File: src/rtl/controle_multiciclo.sv
// controle_multiciclo: main control FSM for the multicycle MIPS datapath.
// Sequences fetch, decode, execute, memory and write-back with
// memory-ready qualification and illegal-opcode trapping.
// Optional feature: define CONTROLE_BNE_EN to decode bne (opcode 000101)
// into the branch state with BranchNE asserted.
module controle_multiciclo #(
    parameter bit ESPERA_MEM    = 1'b1,
    parameter bit TRAP_INVALIDO = 1'b1
) (
    input  logic       clock,
    input  logic       reset_n,
    input  logic [5:0] opcode,
    input  logic       mem_pronta,
    output logic       PCEscreve,
    output logic       PCEscreveCond,
    output logic       IouD,
    output logic       LeMem,
    output logic       EscreveMem,
    output logic       IREscreve,
    output logic       MemparaReg,
    output logic       AluSrcA,
    output logic       EscreveReg,
    output logic       RegDst,
    output logic       BranchNE,
    output logic [1:0] PCFonte,
    output logic [1:0] AluSrcB,
    output logic [1:0] AluOp,
    output logic [3:0] estado,
    output logic       invalido
);

    typedef enum logic [3:0] {
        BUSCA        = 4'd0,
        DECODIFICA   = 4'd1,
        CALC_END     = 4'd2,
        LE_MEM       = 4'd3,
        ESCRITA_LW   = 4'd4,
        ESCREVE_MEM  = 4'd5,
        EXECUTA_R    = 4'd6,
        CONCLUI_R    = 4'd7,
        DESVIO       = 4'd8,
        SALTO        = 4'd9,
        CONCLUI_ADDI = 4'd10,
        INVALIDO     = 4'd15
    } estado_t;

    localparam logic [5:0] OP_R    = 6'b000000;
    localparam logic [5:0] OP_LW   = 6'b100011;
    localparam logic [5:0] OP_SW   = 6'b101011;
    localparam logic [5:0] OP_ADDI = 6'b001000;
    localparam logic [5:0] OP_BEQ  = 6'b000100;
    localparam logic [5:0] OP_J    = 6'b000010;
`ifdef CONTROLE_BNE_EN
    localparam logic [5:0] OP_BNE  = 6'b000101;
`endif

    estado_t r_estado;
    estado_t w_proximo;
    logic    w_pronta;

`ifdef CONTROLE_BNE_EN
    logic    r_bne;
    logic    w_bne_prox;
`endif

    // Memory handshake; with waiting disabled every access completes at once.
    assign w_pronta = ESPERA_MEM ? mem_pronta : 1'b1;

    assign estado = r_estado;

    // State register; the bne flag travels with the state into DESVIO.
    always_ff @(posedge clock or negedge reset_n) begin
        if (!reset_n) begin
            r_estado <= BUSCA;
`ifdef CONTROLE_BNE_EN
            r_bne    <= 1'b0;
`endif
        end else begin
            r_estado <= w_proximo;
`ifdef CONTROLE_BNE_EN
            r_bne    <= w_bne_prox;
`endif
        end
    end

    // Next-state decode from the current state, opcode and memory ready.
    always_comb begin
        w_proximo = BUSCA;
`ifdef CONTROLE_BNE_EN
        w_bne_prox = 1'b0;
`endif
        case (r_estado)
            BUSCA: begin
                w_proximo = w_pronta ? DECODIFICA : BUSCA;
            end
            DECODIFICA: begin
                case (opcode)
                    OP_R:                   w_proximo = EXECUTA_R;
                    OP_LW, OP_SW, OP_ADDI:  w_proximo = CALC_END;
                    OP_BEQ:                 w_proximo = DESVIO;
                    OP_J:                   w_proximo = SALTO;
`ifdef CONTROLE_BNE_EN
                    OP_BNE: begin
                        w_proximo  = DESVIO;
                        w_bne_prox = 1'b1;
                    end
`endif
                    default: w_proximo = TRAP_INVALIDO ? INVALIDO : BUSCA;
                endcase
            end
            CALC_END: begin
                // Only lw/sw/addi reach here; anything else falls back to fetch.
                case (opcode)
                    OP_LW:   w_proximo = LE_MEM;
                    OP_SW:   w_proximo = ESCREVE_MEM;
                    OP_ADDI: w_proximo = CONCLUI_ADDI;
                    default: w_proximo = BUSCA;
                endcase
            end
            LE_MEM: begin
                w_proximo = w_pronta ? ESCRITA_LW : LE_MEM;
            end
            ESCREVE_MEM: begin
                w_proximo = w_pronta ? BUSCA : ESCREVE_MEM;
            end
            EXECUTA_R: begin
                w_proximo = CONCLUI_R;
            end
            ESCRITA_LW, CONCLUI_R, DESVIO, SALTO, CONCLUI_ADDI: begin
                w_proximo = BUSCA;
            end
            INVALIDO: begin
                w_proximo = INVALIDO;
            end
            default: begin
                w_proximo = BUSCA;
            end
        endcase
    end

    // Moore output decode; only the fetch write enables look at mem_pronta.
    always_comb begin
        PCEscreve     = 1'b0;
        PCEscreveCond = 1'b0;
        IouD          = 1'b0;
        LeMem         = 1'b0;
        EscreveMem    = 1'b0;
        IREscreve     = 1'b0;
        MemparaReg    = 1'b0;
        AluSrcA       = 1'b0;
        EscreveReg    = 1'b0;
        RegDst        = 1'b0;
        BranchNE      = 1'b0;
        PCFonte       = 2'b00;
        AluSrcB       = 2'b00;
        AluOp         = 2'b00;
        invalido      = 1'b0;
        case (r_estado)
            BUSCA: begin
                LeMem     = 1'b1;
                AluSrcB   = 2'b01;
                // Gated by reset so a held reset never writes IR or PC.
                IREscreve = w_pronta & reset_n;
                PCEscreve = w_pronta & reset_n;
            end
            DECODIFICA: begin
                AluSrcB = 2'b11;
            end
            CALC_END: begin
                AluSrcA = 1'b1;
                AluSrcB = 2'b10;
            end
            LE_MEM: begin
                LeMem = 1'b1;
                IouD  = 1'b1;
            end
            ESCRITA_LW: begin
                EscreveReg = 1'b1;
                MemparaReg = 1'b1;
            end
            ESCREVE_MEM: begin
                EscreveMem = 1'b1;
                IouD       = 1'b1;
            end
            EXECUTA_R: begin
                AluSrcA = 1'b1;
                AluOp   = 2'b10;
            end
            CONCLUI_R: begin
                RegDst     = 1'b1;
                EscreveReg = 1'b1;
            end
            DESVIO: begin
                AluSrcA       = 1'b1;
                AluOp         = 2'b01;
                PCEscreveCond = 1'b1;
                PCFonte       = 2'b01;
`ifdef CONTROLE_BNE_EN
                BranchNE      = r_bne;
`endif
            end
            SALTO: begin
                PCEscreve = 1'b1;
                PCFonte   = 2'b10;
            end
            CONCLUI_ADDI: begin
                EscreveReg = 1'b1;
            end
            INVALIDO: begin
                invalido = 1'b1;
            end
            default: begin
                invalido = 1'b0;
            end
        endcase
    end

endmodule

File: config.mk
export PLATFORM = sky130hd
export DESIGN_NAME = controle_multiciclo
export DESIGN_NICKNAME = d
export VERILOG_FILES = /design/src/rtl/controle_multiciclo.sv
export SDC_FILE = /design/constraint.sdc
export NUM_CORES = 1
export LEC_CHECK = 0
export ABC_AREA = 1
export ABC_CLOCK_PERIOD_IN_PS = 1200
export CAP_MARGIN = 20
export CORE_AREA = 2 2 44 46
export DETAILED_ROUTE_END_ITERATION = 12
export DIE_AREA = 0 0 46 48
export GPL_ROUTABILITY_DRIVEN = 0
export GPL_TIMING_DRIVEN = 0
export HOLD_SLACK_MARGIN = 0.03
export PLACE_DENSITY = 0.71
export SETUP_SLACK_MARGIN = 0.1
export SLEW_MARGIN = 20
export SYNTH_ARGS = -nofsm -noshare
export SYNTH_HDL_FRONTEND = slang
export SYNTH_SLANG_ARGS = --single-unit
File: constraint.sdc
create_clock -name clock -period 1.2 [get_ports clock]
set_clock_uncertainty 0.2 [all_clocks]
set_input_delay 0.24 -clock clock [delete_from_list [all_inputs] [get_ports clock]]
set_output_delay 0.24 -clock clock [all_outputs]
set_load 0.02 [all_outputs]
==> results.toml <==
[cells_and_area]
postLayoutCoreUtil_pct = 80.1
largest_reg_flops = 4
area_growth_pct = 148
final_nets = 163
register_area_um2 = 105
layout-drive-gt1-share_pct = 69.1
multi_input_area_um2 = 581
final_cells = 169
n_fill_cell = 103
final_area_mm2 = 0.00135
diodes = 0

[drt]
num_vias = 841
ant_nets = 0
vias_per_cell = 4.98
wl_per_cell_um = 13.7
drt_first_pass_iters = 4
drt_iter0_markers = 16
drc = 0
finalWirelength_um = 2310

[setup_path]
r2r_end = "estado[0]$_DFF_PN0_"
worst-endpoint-required_ns = 0.76
reg2regPathDepth = 8
startpoint_type = "flip-flop"
rrSetupSlack_ns = -0.38
path_max_fanout = 4
critPathKind = "flip-flop to output port"
crit_arrival_ns = 1.41
crit_path_end_kind = "output port"
r2r_start = "estado[2]$_DFF_PN0_"

[global_route]
overflow = 0
first_global_vias = 696
antenna_found_initial = 0
grt_pass1_wl_um = 2820
grt_max_degree = 7
grtUsageTotal_pct = 18.1

[floorplan]
num_io_pins = 31
die_w_um = 46
die-area_mm2 = 0.00221
core_area_mm2 = 0.00169
fp-row-count = 15
initial_core_util_pct = 32.3
die_h_um = 48

[yosys]
netlist_area_um2 = 546
synth_cells = 100
yosys.area.top_type = "dfrtp_1"
synth.distinct_cells = 19
ys_top_cells_by_area = "dfrtp_1 (18%), nand2_1 (16%), nor2_1 (12%), inv_1 (11%), nor2_2 (9.2%)"
syn_nets = 109
ys.warnings.count = 0
synth_edf_count = 0
ys_seq_elements = 4
synth_most_common_cell = "nand2_1"
synth_flop_cell = "dfrtp_1"
ys_seq_area_share_pct = 18.3
avgSynthCellArea_um2 = 5.46
ys_top_cells_by_count = "nand2_1 (23), nor2_1 (18), inv_1 (16), nor2_2 (8), nand3_1 (7)"
postSynth.asyncResetShare_pct = 100
synth_top_area_share_pct = 18.3

[sta]
setup_tns_ns = -11.54
drv_slew = 0
rsz0062_at_grt = "true"
min_period_ns = 1.85
fmax_mhz = 542
fin_ws_ns = -0.645
hold_violations = 0
min_period_over_period_pct = 154
setup_violations = 25

[cts]
cts-buffers-inserted = 3
clkTransAtPathRegs_ns = 0.04
cts_max_path_buffers = 2
cts_max_level = 1
root_buffer = "clkbuf_4"
cts.sinks = 4
cts_tree = "yes"
clkLatencyLatePin_ns = 0.24

[place]
port-buffer-count = 29
placed_cells = 146
place_area_um2 = 973
pre_cts_ws_ns = -0.951
dpl.hpwl_um = 1260

[power]
swShare_pct = 51.4
ir_worst_vdd_uv = 1230
power_density_mw_per_mm2 = 2520
p_leak_nw = 0.677
p_sw_mw = 1.75
p_int_mw = 1.66
p_clk_share_pct = 4.9
p_comb_share_pct = 84.3
p_seq_share_pct = 10.8

[flow_run]
cap_violations = 0

[hold_path]
hp-class = "input port to async pin"

[outcome]
outcome = "finished with violations"
violations = "setup timing"
[critical path: stages, from the launching register on]
cell and delay (ns):
dfrtp_2 0.44, inv_4 0.07, nor2_4 0.18, inv_4 0.09
nor2_4 0.12, nor2_2 0.07, o31ai_4 0.06, buf_6 0.15
[cell type report]
cell class / count / area share (%)
clock buffer: 3 / 1.66
buffer: 2 / 1.39
inverter: 20 / 7.21
timing repair buffer: 49 / 37.5
multi-input combinational: 74 / 42.9
tap: 17 / 1.57
sequential: 4 / 7.76
[power by group through the flow]
stage	combinational, mW	clock [mW]	sequential, mW
floorplan	1.16	0	0.416
global placement	1.89	0	0.366
detailed placement	1.90	0	0.368
CTS	2.35	0.167	0.358
global route	3.03	0.181	0.372
finish	2.88	0.166	0.369
[routing by layer]
metal / global-route usage, % / part of all wire (%) / vias to the layer above
met4: 9.14 / 2.2 / 0
li1: - / - / 412
met3: 2.64 / 6.4 / 10
met1: 19.5 / 36 / 365
met2: 34.2 / 55 / 54
met5: 0 / 0 / -
[how the worst max path moves through the flow]
stage,startpoint,end,slack (ns),depth (start not counted)
after floorplan,estado[1]$_DFF_PN0_,AluSrcA,-0.32,5
after global placement,mem_pronta,PCEscreve,-0.95,4
after detailed placement,mem_pronta,PCEscreve,-0.95,4
after CTS,estado[2]$_DFF_PN0_,EscreveReg,-0.57,7
after global routing,estado[2]$_DFF_PN0_,EscreveReg,-0.68,7
final,estado[2]$_DFF_PN0_,EscreveReg,-0.65,7
[metrics by stage]
stage	hold slack, ns	power [mW]
finish	0.0132	3.41
global placement	0.266	2.26
floorplan	-0.256	1.58
CTS	0.0194	2.88
global route	0.0242	3.58
detailed placement	0.266	2.27
[cells by family (layout without fill, tap and decap cells)]
logic type | Yosys count | in the layout | synth area share, %
compound gates | 10 | 10 | 11.2
buf+inv | 22 | 74 | 16.5
flops | 4 | 4 | 18.3
other cells | 1 | 1 | 0.687
simple gates | 63 | 63 | 53.2
[layout by cell type, fill, tap and decap left out, drive strengths merged, types with 3 or more instances in the layout]
master,count
nand2,27
clkbuf,3
nand3,8
dfrtp,4
clkdlybuf4s50,4
nor2,27
inv,20
o21ai,5
dlymetal6s2s,4
buf,43
a21oi,3
[what timing repair did]
item / CTS / global route
pin swaps: 11 / 16
endpoints found under the hold margin: 4 / 4
gates resized for setup: 132 / 41
endpoints found under the setup margin: 25 / 25
setup buffers: 14 / 6
gates cloned: 0 / 0
No activity file was read; power rests on OpenSTA's default activity.
==> RTL change: new RTL, config.mk and constraints unchanged <==
Register the output `MemparaReg`; this adds one clock of latency there. The other outputs are not delayed to match.
--- a/src/rtl/controle_multiciclo.sv
+++ b/src/rtl/controle_multiciclo.sv
@@ -50,6 +50,8 @@
     localparam logic [5:0] OP_ADDI = 6'b001000;
     localparam logic [5:0] OP_BEQ  = 6'b000100;
     localparam logic [5:0] OP_J    = 6'b000010;
+
+    logic MemparaReg_d;
 `ifdef CONTROLE_BNE_EN
     localparam logic [5:0] OP_BNE  = 6'b000101;
 `endif
@@ -146,7 +148,7 @@
         LeMem         = 1'b0;
         EscreveMem    = 1'b0;
         IREscreve     = 1'b0;
-        MemparaReg    = 1'b0;
+        MemparaReg_d  = 1'b0;
         AluSrcA       = 1'b0;
         EscreveReg    = 1'b0;
         RegDst        = 1'b0;
@@ -176,7 +178,7 @@
             end
             ESCRITA_LW: begin
                 EscreveReg = 1'b1;
-                MemparaReg = 1'b1;
+                MemparaReg_d = 1'b1;
             end
             ESCREVE_MEM: begin
                 EscreveMem = 1'b1;
@@ -215,5 +217,9 @@
         endcase
     end
 
+    always_ff @(posedge clock) begin
+        MemparaReg <= MemparaReg_d;
+    end
+
 endmodule
 
Behaviour: not the same (a bounded check fails within 10 cycles, from zero or initial values and one cycle with reset_n low).
==> RTL change against the original RTL <==
- the run still ends with setup timing left
- count of clock-buffer cells in the layout did not move
- critical path depth shrank 2
- sequential cell count up 1
- area after synthesis stayed put
- setup slack better by 0.064 ns
- die area is the same
- synthesized cell count up 1.0%
- sequential share of layout area is 3.3 points higher
- via count decreased by 10%
- routed wire length is 18% lower
- power fell by 12%
- register-to-register slack gained 0.02 ns
- final area fell by 16%
- critical endpoint is now PCFonte[0]
==> RTL change: results (changes against the original RTL) <==
[routing]
route.detailed.wl_per_inst_um = 11.8  ; -13%
totalWireLength_um = 1890  ; -18%
drt-vias-per-instance = 4.71  ; -5.3%
drt-initial-drc-count = 11  ; -5
drt_first_pass_iters = 4  ; unchanged

[global_routing]
grt_util_all_layers = 0.177  ; -0.00439
number_of_global_route_vias_before_repair = 623  ; -10%
number_of_antenna_violations_at_the_first_check_in_global_routing = 0  ; unchanged
global_route_wire_length_before_repair_um = 2670  ; -5.4%
pin_count_of_the_biggest_net_entering_global_routing = 7  ; unchanged

[power_and_ir_drop]
irDropWorstVdd_v = 0.00126  ; +2.2%
internal_power_w = 0.00143  ; -14%
leakagePower_nw = 0.566  ; -16%

[cts]
worstSkewPairLatency_ns = 0.25
cts_made_buffers = 3  ; unchanged
ctsLongestPathBuffers = 2  ; unchanged
clk_pin_slew_worst_paths_ns = 0.05

[sta]
timing.setup.tns_ns = -10.21  ; +1.34 ns
setup_violations = 24  ; -4.0%
post-route-worst-setup-slack_ns = -0.582  ; +0.0638 ns

[final_layout]
nFillCells = 151  ; +47%
fraction_of_layout_instances_using_a_drive_strength_above_1 = 0.594  ; -0.0964
number_of_flip_flops_in_the_largest_register = 4  ; unchanged
antennaDiodeCount = 0  ; unchanged

[status]
outcome = finished, violations left
failed_checks = setup timing

[worst_setup_path]
worst-endpoint-arrival_ns = 1.34  ; -0.07 ns
ff2ff_path_depth = 8  ; unchanged
slowest_cell_delay_on_critical_path_ns = 0.47  ; +0.03 ns
critical_path_peak_fanout = 6  ; +2
worst_path_dominant_cell_family = flip-flops

[placement]
port-buffer-count = 29  ; unchanged
dp_cells = 147  ; +0.68%
dp.final_hpwl_um = 1330  ; +5.7%
place_ws_ns = -0.953  ; -0.00202 ns

[yosys]
yosysSeqAreaShare = 0.220  ; +0.0367
synth.avg_cell_area_um2 = 5.40  ; -0.99%
synth_commonest_cells = sky130_fd_sc_hd__nand2_1 (25), sky130_fd_sc_hd__nor2_1 (22), sky130_fd_sc_hd__inv_1 (17)
post_synth_num_cell_types = 19  ; unchanged
muxShareOfSynthArea = 0  ; unchanged
ys_top_cells_by_area = sky130_fd_sc_hd__dfrtp_1 (18%), sky130_fd_sc_hd__nand2_1 (17%), sky130_fd_sc_hd__nor2_1 (15%)
synth.net_count = 110  ; +0.92%
asyncSetResetFlopFracSynth = 0.800  ; -0.200
synth-xor-area-share = 0  ; unchanged

-- RTL change: timing repair --
action | CTS | global route
buffers inserted | 7 | 3
gates resized for setup | 117 | 19
setup endpoints to repair | 26 | 26
hold endpoints to repair | 4 | 4
pin swaps | 6 | 8
-- RTL change: stage by stage --
| step | total power [W] | cell area, um^2 |
|---|---|---|
| floorplan | 0.00154 | 639 |
| global placement | 0.00221 | 951 |
| detailed placement | 0.00222 | 951 |
| CTS | 0.00278 | 1060 |
| global route | 0.00320 | 1140 |
| finish | 0.00302 | 1140 |
-- RTL change: cells by family (layout without fill, tap and decap cells) --
kind of cell | Yosys count | in the layout
flops | 5 | 5
compound gates | 10 | 10
simple gates | 63 | 63
other cells | 1 | 1
buf+inv | 22 | 64
-- RTL change: layout make-up --
| class | count | share of cell area |
|---|---|---|
| buffer | 2 | 0.0131 |
| clock buffer | 3 | 0.0197 |
| clock inverter | 1 | 0.00438 |
| inverter | 20 | 0.0788 |
| multi-input combinational | 74 | 0.447 |
| sequential | 5 | 0.111 |
| tap | 17 | 0.0186 |
| timing repair buffer | 38 | 0.307 |
-- RTL change: worst reg2reg max path: stages (launching register included) --
cell and delay [ns]:
sky130_fd_sc_hd__dfrtp_2 0.48, sky130_fd_sc_hd__inv_4 0.11, sky130_fd_sc_hd__nor2_4 0.05, sky130_fd_sc_hd__nand2_8 0.08, sky130_fd_sc_hd__buf_4 0.11, sky130_fd_sc_hd__buf_4 0.12
sky130_fd_sc_hd__nor2_4 0.04, sky130_fd_sc_hd__nor3_2 0.19, sky130_fd_sc_hd__nand2_1 0.07
-- RTL change: layer usage --
| layer | vias up | track usage | share of wire |
|---|---|---|---|
| li1 | 393 | - | - |
| met1 | 329 | 0.166 | 0.35 |
| met2 | 30 | 0.367 | 0.58 |
| met3 | 2 | 0.0566 | 0.070 |
| met4 | 0 | 0.0343 | 0.0069 |
| met5 | - | 0 | 0 |
-- RTL change: power groups by stage --
stage          sequential [W]  combinational [W]  clock [W]
2_1_floorplan        0.000464            0.00108          0
4_1_cts              0.000389            0.00218   0.000202
3_3_place_gp         0.000383            0.00182          0
6_report             0.000402            0.00242   0.000199
3_5_place_dp         0.000384            0.00184          0
5_1_grt              0.000416            0.00256   0.000224
-- RTL change: worst paths after layout --
check	startpoint	endpoint	slack, ns
worst max-delay path	estado[0]	PCFonte[0]	-0.58
worst min-delay path	reset_n	estado[3]	0.006
worst max register to register	estado[1]	estado[2]	-0.36
worst min register to register	estado[3]	MemparaReg	0.51
max in group asynchronous	reset_n	estado[1]	0.59
min in group clock	estado[3]	MemparaReg	0.51
